**src/rtl/bus_sequencer.sv**
```systemverilog
// Common-bus microsequencer: expands one register-transfer command into up to
// three timed steps driving bus source select, one-hot load strobes and ALU op.
module bus_sequencer #(
  parameter int unsigned IMM_W = 8
) (
  input  logic             clk,
  input  logic             rst,
  input  logic             en,
  input  logic             cmd_valid,
  output logic             cmd_ready,
  input  logic [2:0]       cmd_op,
  input  logic [2:0]       cmd_src,
  input  logic [2:0]       cmd_dst,
  input  logic [IMM_W-1:0] cmd_imm,
  output logic [2:0]       bus_sel,
  output logic [IMM_W-1:0] imm_out,
  output logic [5:0]       ld,
  output logic [1:0]       alu_op,
  output logic [1:0]       T,
  output logic             done,
  output logic             err
);

  localparam int unsigned LD_W = 6;

  localparam logic [2:0] OP_NOP  = 3'b000;
  localparam logic [2:0] OP_MOV  = 3'b001;
  localparam logic [2:0] OP_ADD  = 3'b010;
  localparam logic [2:0] OP_SUB  = 3'b011;
  localparam logic [2:0] OP_AND  = 3'b100;
  localparam logic [2:0] OP_OUT  = 3'b101;
  localparam logic [2:0] OP_LDI  = 3'b110;
  localparam logic [2:0] OP_SWAP = 3'b111;

  localparam logic [2:0] SEL_DR  = 3'd5;
  localparam logic [2:0] SEL_IMM = 3'd6;
  localparam logic [2:0] SEL_ALU = 3'd7;

  localparam logic [LD_W-1:0] LD_AC   = 6'b001000;
  localparam logic [LD_W-1:0] LD_DR   = 6'b010000;
  localparam logic [LD_W-1:0] LD_OUTR = 6'b100000;

  typedef enum logic [1:0] {
    S_IDLE = 2'd0,
    S_EXEC = 2'd1,
    S_ERR  = 2'd2
  } state_e;

  state_e           state_q, state_d;
  logic [1:0]       t_q, t_d;
  logic [2:0]       op_q, op_d;
  logic [2:0]       src_q, src_d;
  logic [2:0]       dst_q, dst_d;
  logic [IMM_W-1:0] imm_q, imm_d;
  logic [2:0]       bus_sel_q;
  logic             illegal_c;
  logic [1:0]       last_t_c;

  function automatic logic [LD_W-1:0] onehot(input logic [2:0] code);
    return LD_W'(6'd1 << code);
  endfunction

  // State register and latched command fields
  always_ff @(posedge clk or negedge rst) begin
    if (!rst) begin
      state_q   <= S_IDLE;
      t_q       <= 2'd0;
      op_q      <= 3'd0;
      src_q     <= 3'd0;
      dst_q     <= 3'd0;
      imm_q     <= '0;
      bus_sel_q <= 3'd0;
    end else begin
      state_q   <= state_d;
      t_q       <= t_d;
      op_q      <= op_d;
      src_q     <= src_d;
      dst_q     <= dst_d;
      imm_q     <= imm_d;
      bus_sel_q <= bus_sel;
    end
  end

  assign cmd_ready = (state_q == S_IDLE) && en && rst;
  assign imm_out   = imm_q;
  assign T         = t_q;

  always_comb begin
    illegal_c = 1'b0;
    if (cmd_op != OP_NOP && (cmd_src == 3'd4 || cmd_src == 3'd7))
      illegal_c = 1'b1;
    if ((cmd_op == OP_MOV || cmd_op == OP_LDI || cmd_op == OP_SWAP) && cmd_dst > 3'd3)
      illegal_c = 1'b1;
    if (cmd_op == OP_SWAP && cmd_src > 3'd3)
      illegal_c = 1'b1;
  end

  always_comb begin
    case (op_q)
      OP_ADD, OP_SUB, OP_AND: last_t_c = 2'd2;
      OP_SWAP:                last_t_c = 2'd3;
      default:                last_t_c = 2'd1;
    endcase
  end

  // Next-state logic; a stalled sequencer (en low) holds everything
  always_comb begin
    state_d = state_q;
    t_d     = t_q;
    op_d    = op_q;
    src_d   = src_q;
    dst_d   = dst_q;
    imm_d   = imm_q;
    case (state_q)
      S_IDLE: begin
        if (cmd_valid && cmd_ready) begin
          op_d  = cmd_op;
          src_d = cmd_src;
          dst_d = cmd_dst;
          imm_d = cmd_imm;
          if (illegal_c) begin
            state_d = S_ERR;
            t_d     = 2'd0;
          end else begin
            state_d = S_EXEC;
            t_d     = 2'd1;
          end
        end
      end
      S_EXEC: begin
        if (en) begin
          if (t_q == last_t_c) begin
            state_d = S_IDLE;
            t_d     = 2'd0;
          end else begin
            t_d = 2'(t_q + 2'd1);
          end
        end
      end
      S_ERR: begin
        if (en) state_d = S_IDLE;
      end
      default: begin
        state_d = S_IDLE;
        t_d     = 2'd0;
      end
    endcase
  end

  // Step decode; bus_sel falls back to its previous value outside EXEC
  always_comb begin
    bus_sel = bus_sel_q;
    ld      = '0;
    alu_op  = 2'b00;
    done    = 1'b0;
    err     = 1'b0;
    case (state_q)
      S_EXEC: begin
        case (op_q)
          OP_NOP: done = 1'b1;
          OP_MOV: begin
            bus_sel = src_q;
            ld      = onehot(dst_q);
            done    = 1'b1;
          end
          OP_LDI: begin
            bus_sel = SEL_IMM;
            ld      = onehot(dst_q);
            done    = 1'b1;
          end
          OP_OUT: begin
            bus_sel = src_q;
            ld      = LD_OUTR;
            done    = 1'b1;
          end
          OP_ADD, OP_SUB, OP_AND: begin
            if (t_q == 2'd1) begin
              bus_sel = src_q;
              ld      = LD_DR;
            end else begin
              bus_sel = SEL_ALU;
              ld      = LD_AC;
              done    = 1'b1;
              case (op_q)
                OP_ADD:  alu_op = 2'b01;
                OP_SUB:  alu_op = 2'b10;
                default: alu_op = 2'b11;
              endcase
            end
          end
          default: begin
            case (t_q)
              2'd1: begin
                bus_sel = src_q;
                ld      = LD_DR;
              end
              2'd2: begin
                bus_sel = dst_q;
                ld      = onehot(src_q);
              end
              default: begin
                bus_sel = SEL_DR;
                ld      = onehot(dst_q);
                done    = 1'b1;
              end
            endcase
          end
        endcase
        if (!en) begin
          ld   = '0;
          done = 1'b0;
        end
      end
      S_ERR:   err = en;
      default: ;
    endcase
  end

endmodule

```
**config.mk**
```make
export PLATFORM = sky130hd
export DESIGN_NAME = bus_sequencer
export DESIGN_NICKNAME = d
export VERILOG_FILES = /design/src/rtl/bus_sequencer.sv
export SDC_FILE = /design/constraint.sdc
export NUM_CORES = 1
export LEC_CHECK = 0
export BUFFER_PORTS_ARGS = -buffer_cell sky130_fd_sc_hd__buf_2
export CORE_MARGIN = 2
export CORE_UTILIZATION = 55
export DETAILED_ROUTE_END_ITERATION = 8
export PLACE_DENSITY = 0.83
export RECOVER_POWER = 100
export SKIP_CTS_REPAIR_TIMING = 1
export SLEW_MARGIN = 0
export SYNTH_ARGS = -nofsm -noshare
export SYNTH_HDL_FRONTEND = slang
export SYNTH_SLANG_ARGS = --single-unit
```
**constraint.sdc**
```tcl
create_clock -name clk -period 4.3 [get_ports clk]
set_clock_uncertainty 0.15 [all_clocks]
set_input_delay 0.43 -clock clk [delete_from_list [all_inputs] [get_ports clk]]
set_output_delay 0.43 -clock clk [all_outputs]
set_load 0.02 [all_outputs]
```
==> Yosys cells after proc, flatten, opt, wreduce, memory -nomap -nowiden <==
Cells that the tools add are included.
{ "totals": {"reg_bits": 24, "inputBits": 21, "output_inout_bits": 24, "elab_cells": 88} }
{ "classes": {"n_addsub": 1, "n_lt_le_gt_ge": 2, "n_eq_ne": 21, "shifts": 2, "muxes": 34, "n_bitwise": 1, "n_reduce_logical": 20} }
{ "ops": {"columns": ["cell", "n"], "rows": [
  ["equality test 3 bit (second input constant)", 8],
  ["case mux 6 bit (4 select lines)", 1],
  ["2-to-1 mux 2 bit", 11],
  ["2-to-1 mux 6 bit", 2],
  ["case mux 2 bit (3 select lines)", 2],
  ["case mux 3 bit (4 select lines)", 1],
  ["case mux 6 bit (2 select lines)", 1],
  ["left shift 1 x 3 -> 6 bit (first input constant)", 2],
  ["2-to-1 mux 1 bit", 9],
  ["case mux 2 bit (2 select lines)", 2],
  ["equality test 3 x 1 -> 1 bit (second input constant)", 2],
  ["equality test 3 x 2 -> 1 bit (second input constant)", 2],
  ["greater-than comparator 3 x 2 -> 1 bit (second input constant)", 2],
  ["logical AND 1 bit", 6],
  ["2-to-1 mux 3 bit", 2],
  ["inequality test 2 bit (second input constant)", 3],
  ["case mux 3 bit (2 select lines)", 1],
  ["OR reduction 2 bit", 3],
  ["2-to-1 mux 5 bit", 1],
  ["equality test 2 x 1 -> 1 bit (second input constant)", 2],
  ["equality test 2 bit (second input constant)", 2],
  ["AND reduction 4 bit", 1],
  ["OR reduction 4 bit", 1],
  ["zero test 3 bit", 1],
  ["other kinds (11)", 13]
]} }

==> Logic depth before layout (Yosys ltp) <==
Gate-level depths: netlist of the first run.
{ "logic_depth": {"depth_word": 9, "mapped_depth": 6, "mapped_depth_nobuf": 6} }

==> Worst setup path before layout of the first run <==
No wires, ideal clock.
{ "synth_path": {"path_kind": "flip-flop to output port", "start": "register t_q[0] (netlist: T[0])", "end": "output bus_sel[2]", "t_arrival_ns": 2.060, "required_time_ns": 3.720, "slack_ns": 1.660, "stages_incl_launch_ff": 6, "path_buffers": 0, "cell_sequence": "dfrtp_1 > inv_1 > ha_1 > nand4b_1 > a221oi_1 > o41ai_1"} }
{ "synth_between": {"elab_chain_len": 4, "word_cells_on_any_way": 6, "classes_between": "2 x eq/ne; 4 x mux"} }
{ "synth_rtl": {"columns": ["element", "line", "rtl"], "rows": [
  ["start: declaration", "50", "logic [1:0] t_q, t_d;"],
  ["start signal: assignment", "75", "t_q <= t_d;"],
  ["equality test 2 bit / equality test 2 x 1 -> 1 bit (equally long branches)", "192, 177", null],
  ["case mux 3 bit (2 select lines) / 2-to-1 mux 3 bit (equally long branches)", "192, 177", null],
  ["case mux 3 bit (4 select lines) *", "159", "case (op_q)"],
  ["2-to-1 mux 3 bit *", "157", "case (state_q)"],
  ["end: declaration", "15", "output logic [2:0] bus_sel,"]
]} }
Every way passes the cells marked *; elsewhere a longest branch is shown, timed or not.

==> Final worst setup path of the first run <==
{ "layout_path": {"start": "register op_q[1]", "end": "output ld[0]"} }
{ "layout_between": {"elab_chain_len": 5, "word_cells_on_any_way": 12, "classes_between": "6 x eq/ne; 3 x mux; 3 x reduce/logical"} }
{ "layout_rtl": {"columns": ["element", "line", "rtl"], "rows": [
  ["start: declaration", "51", "logic [2:0] op_q, op_d;"],
  ["start signal: assignment", "76", "op_q <= op_d;"],
  ["equality test 3 x 2 -> 1 bit (tied with other cells)", "159", null],
  ["OR reduction 3 bit / OR reduction 2 bit (equally long branches)", null, null],
  ["case mux 6 bit (4 select lines) *", "159", null],
  ["2-to-1 mux 6 bit *", "209", "if (!en) begin"],
  ["2-to-1 mux 6 bit *", "157", null],
  ["end: declaration", "17", "output logic [5:0] ld,"]
]} }
Marks and branches as above.

==> flow_summary.ini, run 1 <==
[outcome]
outcome = finished clean

[power]
power.leakage_nw = 0.768
cellPowerDensity_nw_per_um2 = 711
peakVddDrop_mv = 0.439
power_mw = 1.30

[yosys]
syn-num-nets = 193
synth_area_um2 = 1640
synth_edf_count = 0
async_flop_share_pct = 100
avgSynthCellArea_um2 = 9.64
synth_cell_types = 55
synthFlopType = dfrtp_1
yosysWarnings = 0
ys_ff_latch = 24
seq_area_frac_synth_pct = 36.6
syn_inst = 170

[sta]
rsz0062_at_grt = no
setup_viol = 0
fmax_mhz = 314
max_slew_margin_pct = 41.1
finalCritPeriodShare_pct = 74.0
fin_setup_tns_ps = 0
min_period_ps = 3180
maxSlewViolCount = 0
hold_violations = 0
setup_ws_ps = 1120
worst_pin_slew_ps = 884

[floorplan]
die_h_um = 58.6
die_area_um2 = 3430
ioPinCount = 45
core.rowCount = 19
initial_core_util_pct = 58.4
core_area_um2 = 2810
chipWidth_um = 58.6

[global_route]
antenna_found_initial = 0
grt_max_degree = 32
grt_pass1_vias = 1445
grt_pass1_wl_um = 6240
overflow = 0
track_usage_pct = 23.1

[clock_tree]
ctsRootBufferMaster = clkbuf_4
cts_sinks = 24
clockBufferDepth = 2
cts.clk_slew.worst_paths_ps = 130
cts_buffers = 3
clock_latency_ps = 310
cts_tree = done
htreeDepth = 1

[routing]
avgRoutedWirePerCell_um = 15.8
dr.pass1.iters = 4
drc_errors = 0
drtIter0Drc = 107
ant_nets = 0
avgViaCountPerCell = 6.32
postRouteWirelength_um = 3750
num_vias = 1503

[finish]
diodes = 0
nNetsFinal = 232
area_delta_synth_final_pct = 11.6
drive_gt1_share_pct = 20.8
design_area_um2 = 1830
layout_commonest_cell = dfrtp_1
layout_common_cells = dfrtp_1 (24), buf_2 (22), clkbuf_1 (22)

[worst_setup_path]
crit_path_max_fanout = 31
crit_required_ps = 3720
cp.arrival_ps = 2600
cp-end-kind = primary output
crit_type = flip-flop to primary output
startpoint_type = flip-flop

[run]
maxCapViolCount = 0

[placement]
place_worst_setup_slack_ps = 1630
hpwl_um = 2730
dpl_cell_area_um2 = 1840
io_buffers = 44
routabilityCongestion = 0.973

[hold_path]
hp-class = input pin to flip-flop
-- cells by family (layout without fill, tap and decap cells) --
family,Yosys count,in the layout,share of synthesized area (%)
simple gates,59,59,21.1
mux,18,18,12.3
buf+inv,15,52,4.73
xor+xnor,2,2,1.07
compound gates,50,50,22.6
fa+ha+maj,2,2,1.53
flops,24,24,36.6
-- critical path: stages (launching register included) --
cell	delay (ps)
dfrtp_1	940
nand3_1	300
nor4b_1	480
nand2_1	110
a221oi_1	250
buf_2	210
-- path summary, 6_finish.rpt --
kind	start	to	slack [ps]	cells after the start
max in group asynchronous	rst	bus_sel_q[2]$_DFF_PN0_	3170	2
max	op_q[1]$_DFFE_PN0P_	ld[0]	1120	5
min	cmd_imm[0]	imm_out[0]$_DFFE_PN0P_	190	2
max reg2reg	state_q[0]$_DFFE_PN0P_	T[0]$_DFFE_PN0P_	2100	4
min in group asynchronous	rst	imm_out[2]$_DFFE_PN0P_	470	2
min reg2reg	imm_out[7]$_DFFE_PN0P_	imm_out[7]$_DFFE_PN0P_	370	1
-- registers in the layout, summed over array words and instances, names as in the netlist --
signal / count
T: 2
bus_sel_q: 3
dst_q: 3
imm_out: 8
op_q: 3
src_q: 3
state_q: 2
-- area by class of cell --
cell class / instances / area [µm²]
fill: 250 / 976
multi-input combinational: 131 / 950
sequential: 24 / 601
timing repair buffer: 45 / 203
tap: 31 / 38.8
clock buffer: 3 / 22.5
inverter: 4 / 15.0
-- where the power goes --
part	switching, mW	internal, mW
Sequential	0.202	0.327
Combinational	0.382	0.290
Clock	0.0666	0.0327
Total	0.651	0.650
-- Yosys cell counts (all sizes together) (4+ instances only) --
library cell	number	area share (%)
dfrtp	24	37
mux2	17	12
nand2	13	3.0
a21oi	11	3.4
buf	10	3.6
nor2	9	2.1
nor3	7	2.1
a211oi	4	1.8
a221oi	4	2.1
inv	4	0.92
nand2b	4	1.5
nand3	4	1.5
o21ai	4	1.2
-- per-stage QoR --
| step | cells | hold WS [ps] | utilization (%) |
|---|---|---|---|
| after floorplan | 170 | -15.6 | - |
| after global placement | 234 | 285 | 65.4 |
| after detailed placement | 234 | 301 | 65.4 |
| after CTS | 237 | -55.1 | 66.2 |
| after global routing | 238 | 178 | 65.2 |
| final | 238 | 187 | 65.2 |
-- metal layers --
metal  vias up  part of all wire [%]  track usage [%]
met3         6                   8.0             3.08
met5         -                     0                0
met2        69                    48             40.1
met1       692                    42             29.5
met4         0                   1.5             8.12
li1        736                     -                -
No activity file was read; power rests on OpenSTA's default activity.
==> run 2: changes to the inputs <==
--- a/config.mk
+++ b/config.mk
@@ -7,9 +7,9 @@
 export LEC_CHECK = 0
 export BUFFER_PORTS_ARGS = -buffer_cell sky130_fd_sc_hd__buf_2
 export CORE_MARGIN = 2
-export CORE_UTILIZATION = 55
+export CORE_UTILIZATION = 52
 export DETAILED_ROUTE_END_ITERATION = 8
-export PLACE_DENSITY = 0.83
+export PLACE_DENSITY = 0.79
 export RECOVER_POWER = 100
 export SKIP_CTS_REPAIR_TIMING = 1
 export SLEW_MARGIN = 0
==> constraint.sdc (replaced) <==
create_clock -name clk -period 2.97 [get_ports clk]
set_clock_uncertainty 0.15 [all_clocks]
set_input_delay 0.297 -clock clk [delete_from_list [all_inputs] [get_ports clk]]
set_output_delay 0.297 -clock clk [all_outputs]
set_load 0.02 [all_outputs]
==> run 2 against run 1 <==
  * Clock power grew 150%
  * Final cell count rose by 7.1%
  * Routed wire length increased by 8.5%
  * Core utilization decreased by 2.4 points
  * Largest power group unchanged
  * Sequential power rose by 41%
  * Die area is 5.4% higher
  * Global-route usage is 0.80 points higher
  * Total power is 56% higher
  * Hold slack got worse by 150 ps
  * Final area up 4.0%
  * Register-to-register slack worse by 1400 ps
==> flow_summary.ini, run 2 (synthesis gave the netlist of run 1 again) <==
[outcome]
outcome = finished clean

[clock_tree]
cts.clk_slew.worst_paths_ps = 140
cts_tree = done
cts_sinks = 24
clockBufferDepth = 2
cts_buffers = 3
ctsRootBufferMaster = clkbuf_4
clock_latency_ps = 330
htreeDepth = 1

[finish]
design_area_um2 = 1900
diodes = 0
nNetsFinal = 235
drive_gt1_share_pct = 24.2
fill_cells = 267
area_delta_synth_final_pct = 16.0
largest_register_ff_count = 8
layout_common_cells = dfrtp_1 (22), buf_2 (22), clkbuf_1 (21)

[sta]
whs_ps = 37.3
min_period_ps = 2770
finalCritPeriodShare_pct = 93.4
maxSlewViolCount = 0
max_slew_margin_pct = 14.9
worst_pin_slew_ps = 1280
rsz0062_at_grt = no
hold_violations = 0
fmax_mhz = 360
setup_viol = 0
fin_setup_tns_ps = 0

[global_route]
grt_pass1_vias = 1485
antenna_found_initial = 0
grt_pass1_wl_um = 6600
grt_max_degree = 32
track_usage_pct = 23.9
overflow = 0

[worst_setup_path]
path_cells = inv_1 > ha_1 > nor2b_1 > a211oi_1 > a21oi_1 > o31ai_1 > clkbuf_2
startpoint_type = flip-flop
crit_path_max_fanout = 14
cpMaxStageDelayCell = dfrtp_1
cp-end-kind = primary output
crit_required_ps = 2520
cp.arrival_ps = 2330
crit_buf_inv = 2
slowest_delay_ps = 530
cp_top_family = compound AO/OA/AOI/OAI gates
crit_type = flip-flop to primary output

[placement]
dpl_cell_area_um2 = 1870
io_buffers = 44
hpwl_um = 2950
routabilityCongestion = 0.931

[routing]
drtIter0Drc = 105
num_vias = 1581
avgViaCountPerCell = 6.20
ant_nets = 0
avgRoutedWirePerCell_um = 16.0
dr.pass1.iters = 4
drc_errors = 0
postRouteWirelength_um = 4070

[hold_path]
hp-class = input pin to flip-flop

[floorplan]
initial_core_util_pct = 54.1
ioPinCount = 45
die_area_um2 = 3620
chipWidth_um = 60.1
core.rowCount = 20
die_h_um = 60.1
core_area_um2 = 3030

[run]
maxCapViolCount = 0

[power]
cellPowerDensity_nw_per_um2 = 1060
peakVddDrop_mv = 0.554
power.leakage_nw = 0.797
run 2: changes by cell type in the layout (fill, tap and decap cells not counted):
cell	delta
dfrtp_2	+2
clkbuf_2	+3
nand3_2	+1
a2111oi_2	-1
dfrtp_1	-2
a2111oi_0	+1
nand3_1	-1
buf_4	+1
bufinv_16	+1
nor4b_2	+1
nor4b_1	-1
clkbuf_1	-1
run 2: final cells by class:
| cell class | count | area [µm²] | share of cell area, % |
|---|---|---|---|
| clock buffer | 3 | 22.5 | 1.18 |
| clock inverter | 1 | 30.0 | 1.58 |
| inverter | 4 | 15.0 | 0.789 |
| multi-input combinational | 131 | 955 | 50.2 |
| sequential | 24 | 603 | 31.7 |
| tap | 44 | 55.1 | 2.89 |
| timing repair buffer | 48 | 221 | 11.6 |
run 2: stage by stage:
step / worst slack, ps / utilization, % / std cells / total power [mW]
floorplan: 463 / - / 170 / 1.51
global placement: 578 / 61.9 / 250 / 1.74
detailed placement: 461 / 61.9 / 250 / 1.79
CTS: 64.1 / 63.6 / 254 / 2.04
global route: 34.6 / 62.8 / 255 / 2.15
finish: 196 / 62.8 / 255 / 2.02
run 2: where the power goes:
group / switching (mW) / total (mW) / internal [mW]
sequential: 0.271 / 0.748 / 0.477
combinational: 0.597 / 1.03 / 0.435
clock: 0.107 / 0.244 / 0.137
total: 0.976 / 2.02 / 1.05
run 2: worst reg2reg max path, stage by stage, from the launching register on:
cell,delay [ps]
dfrtp_1,780
nand4bb_1,220
nand3_1,90
a2111oi_0,740
o22a_1,240
run 2: layer usage:
metal  wire length [µm]  track usage (%)  share of wire, %
met1               1810             31.6                44
met4                 72             10.5               1.8
met2               1950             38.4                48
met5                  0                0                 0
met3                246             3.90               6.0
run 2: path summary, 6_finish.rpt:
path / from / end / slack [ps] / cells past startpoint
max: T[1]$_DFFE_PN0P_ / bus_sel[0] / 200 / 7
min: cmd_imm[4] / imm_out[4]$_DFFE_PN0P_ / 40 / 2
max reg2reg: op_q[0]$_DFFE_PN0P_ / state_q[0]$_DFFE_PN0P_ / 700 / 4
min reg2reg: imm_out[1]$_DFFE_PN0P_ / imm_out[1]$_DFFE_PN0P_ / 380 / 1
max in group asynchronous: rst / op_q[1]$_DFFE_PN0P_ / 1110 / 3
min in group asynchronous: rst / bus_sel_q[1]$_DFF_PN0_ / 730 / 3
==> run 3: changes to the inputs <==
==> constraint.sdc (replaced) <==
create_clock -name clk -period 2.97 [get_ports clk]
set_clock_uncertainty 0.15 [all_clocks]
set_input_delay 0.1485 -clock clk [delete_from_list [all_inputs] [get_ports clk]]
set_output_delay 0.1485 -clock clk [all_outputs]
set_load 0.02 [all_outputs]
==> run 3 against run 2 <==
  * Critical path depth down 2
  * Via count up 3.9%
  * Die area unchanged
  * Final cell count up 7.1%
  * Routed wire length up 6.4%
  * Flip-flop and latch count unchanged
  * Worst setup slack better by 20 ps
  * Core utilization up 5.8 points
  * Clock-buffer cell count unchanged
  * Critical endpoint is now ld[0]
  * First-iteration DRC count down 7.6%
==> flow_summary.ini, run 3 (synthesis gave the netlist of run 1 again) <==
[outcome]
outcome = finished clean

[clock_tree]
clockBufferDepth = 2
cts_buffers = 3
clock_latency_ps = 320
cts_sinks = 24
ctsRootBufferMaster = clkbuf_4
cts_tree = done
cts.clk_slew.worst_paths_ps = 140
htreeDepth = 1

[floorplan]
initial_core_util_pct = 54.1
core.rowCount = 20
ioPinCount = 45
die_area_um2 = 3620
core_area_um2 = 3030
chipWidth_um = 60.1
die_h_um = 60.1

[power]
seqPwrFrac_pct = 36.7
cellPowerDensity_nw_per_um2 = 979
internal-power_mw = 1.06
switching_power_uw = 975
clkPwrFrac_pct = 11.9
peakVddDrop_mv = 0.584
power_frac_comb_pct = 51.4
power.leakage_nw = 0.867
swShare_pct = 48.0

[global_route]
grt_max_degree = 32
track_usage_pct = 25.0
antenna_found_initial = 0
grt_pass1_vias = 1486
overflow = 0
grt_pass1_wl_um = 6820

[worst_setup_path]
cp.arrival_ps = 2460
crit_path_max_fanout = 31
crit_required_ps = 2670
crit_type = flip-flop to primary output
startpoint_type = flip-flop
cp-end-kind = primary output

[sta]
rsz0062_at_grt = no
maxSlewViolCount = 0
setup_viol = 0
fmax_mhz = 363
fin_setup_tns_ps = 0
worst_pin_slew_ps = 1300
finalCritPeriodShare_pct = 92.7
max_slew_margin_pct = 13.5
whs_ps = 380
setup_ws_ps = 216
hold_violations = 0
min_period_ps = 2750

[finish]
layout_commonest_cell = dfrtp_1
drive_gt1_share_pct = 20.5
fill_cells = 251
nNetsFinal = 253
area_delta_synth_final_pct = 26.7
largest_register_ff_count = 8
layout_common_cells = dfrtp_1 (24), clkbuf_1 (23), buf_2 (20)
diodes = 0

[placement]
io_buffers = 44
routabilityCongestion = 0.954
place_worst_setup_slack_ps = 637
hpwl_um = 3040

[run]
maxCapViolCount = 0

[routing]
ant_nets = 0
postRouteWirelength_um = 4330
avgViaCountPerCell = 6.02
drc_errors = 0
avgRoutedWirePerCell_um = 15.9
num_vias = 1643
drtIter0Drc = 97
dr.pass1.iters = 6

[hold_path]
hp-class = flip-flop to flip-flop
-- run 3: changes by cell type in the layout (fill, tap and decap cells not counted) --
cell / delta
buf_2: -2
dfrtp_1: +2
dfrtp_2: -2
clkbuf_1: +2
dlygate4sd3_1: +18
-- run 3: metrics by stage --
| step | cell area, µm² | util, % | cells | power (mW) |
|---|---|---|---|---|
| after detailed placement | 1870 | 61.9 | 250 | 1.80 |
| after CTS | 1930 | 63.6 | 254 | 2.04 |
| final | 2080 | 68.6 | 273 | 2.03 |
| after global placement | 1870 | 61.9 | 250 | 1.74 |
| after floorplan | 1640 | - | 170 | 1.51 |
| after global routing | 2080 | 68.6 | 273 | 2.19 |
-- run 3: power by group through the flow --
stage	clock network, mW	registers [mW]	logic, mW
after floorplan	0	0.678	0.828
after global placement	0	0.719	1.02
after detailed placement	0	0.741	1.05
after CTS	0.246	0.733	1.06
after global routing	0.260	0.780	1.15
final	0.242	0.746	1.04
-- run 3: layout make-up --
cell class	count	area [µm²]	area share (%)
inverter	4	15.0	0.723
timing repair buffer	66	399	19.2
sequential	24	601	28.9
clock buffer	3	22.5	1.08
tap	44	55.1	2.65
clock inverter	1	30.0	1.45
multi-input combinational	131	955	46.0
-- run 3: worst max-delay path, cell delays in order, from the launching register on --
cell and delay (ps):
dfrtp_1 960, nand3_2 250, nor4b_2 340, nand2_1 90, a221oi_1 260, buf_2 220
-- run 3: path summary, 6_finish.rpt --
| check | from | end | slack, ps | cells past startpoint |
|---|---|---|---|---|
| worst max-delay path | op_q[1]$_DFFE_PN0P_ | ld[0] | 220 | 5 |
| worst min-delay path | imm_out[4]$_DFFE_PN0P_ | imm_out[4]$_DFFE_PN0P_ | 380 | 1 |
| worst max register to register | op_q[1]$_DFFE_PN0P_ | T[1]$_DFFE_PN0P_ | 510 | 4 |
| worst min register to register | imm_out[4]$_DFFE_PN0P_ | imm_out[4]$_DFFE_PN0P_ | 380 | 1 |
| max in group asynchronous | rst | dst_q[1]$_DFFE_PN0P_ | 1300 | 3 |
| min in group asynchronous | rst | bus_sel_q[0]$_DFF_PN0_ | 620 | 3 |
-- run 3: routing by layer --
metal	global-route usage [%]	routed length [µm]
met1	32.1	1810
met3	4.11	235
met2	42.4	2250
met5	0	0
met4	8.25	40
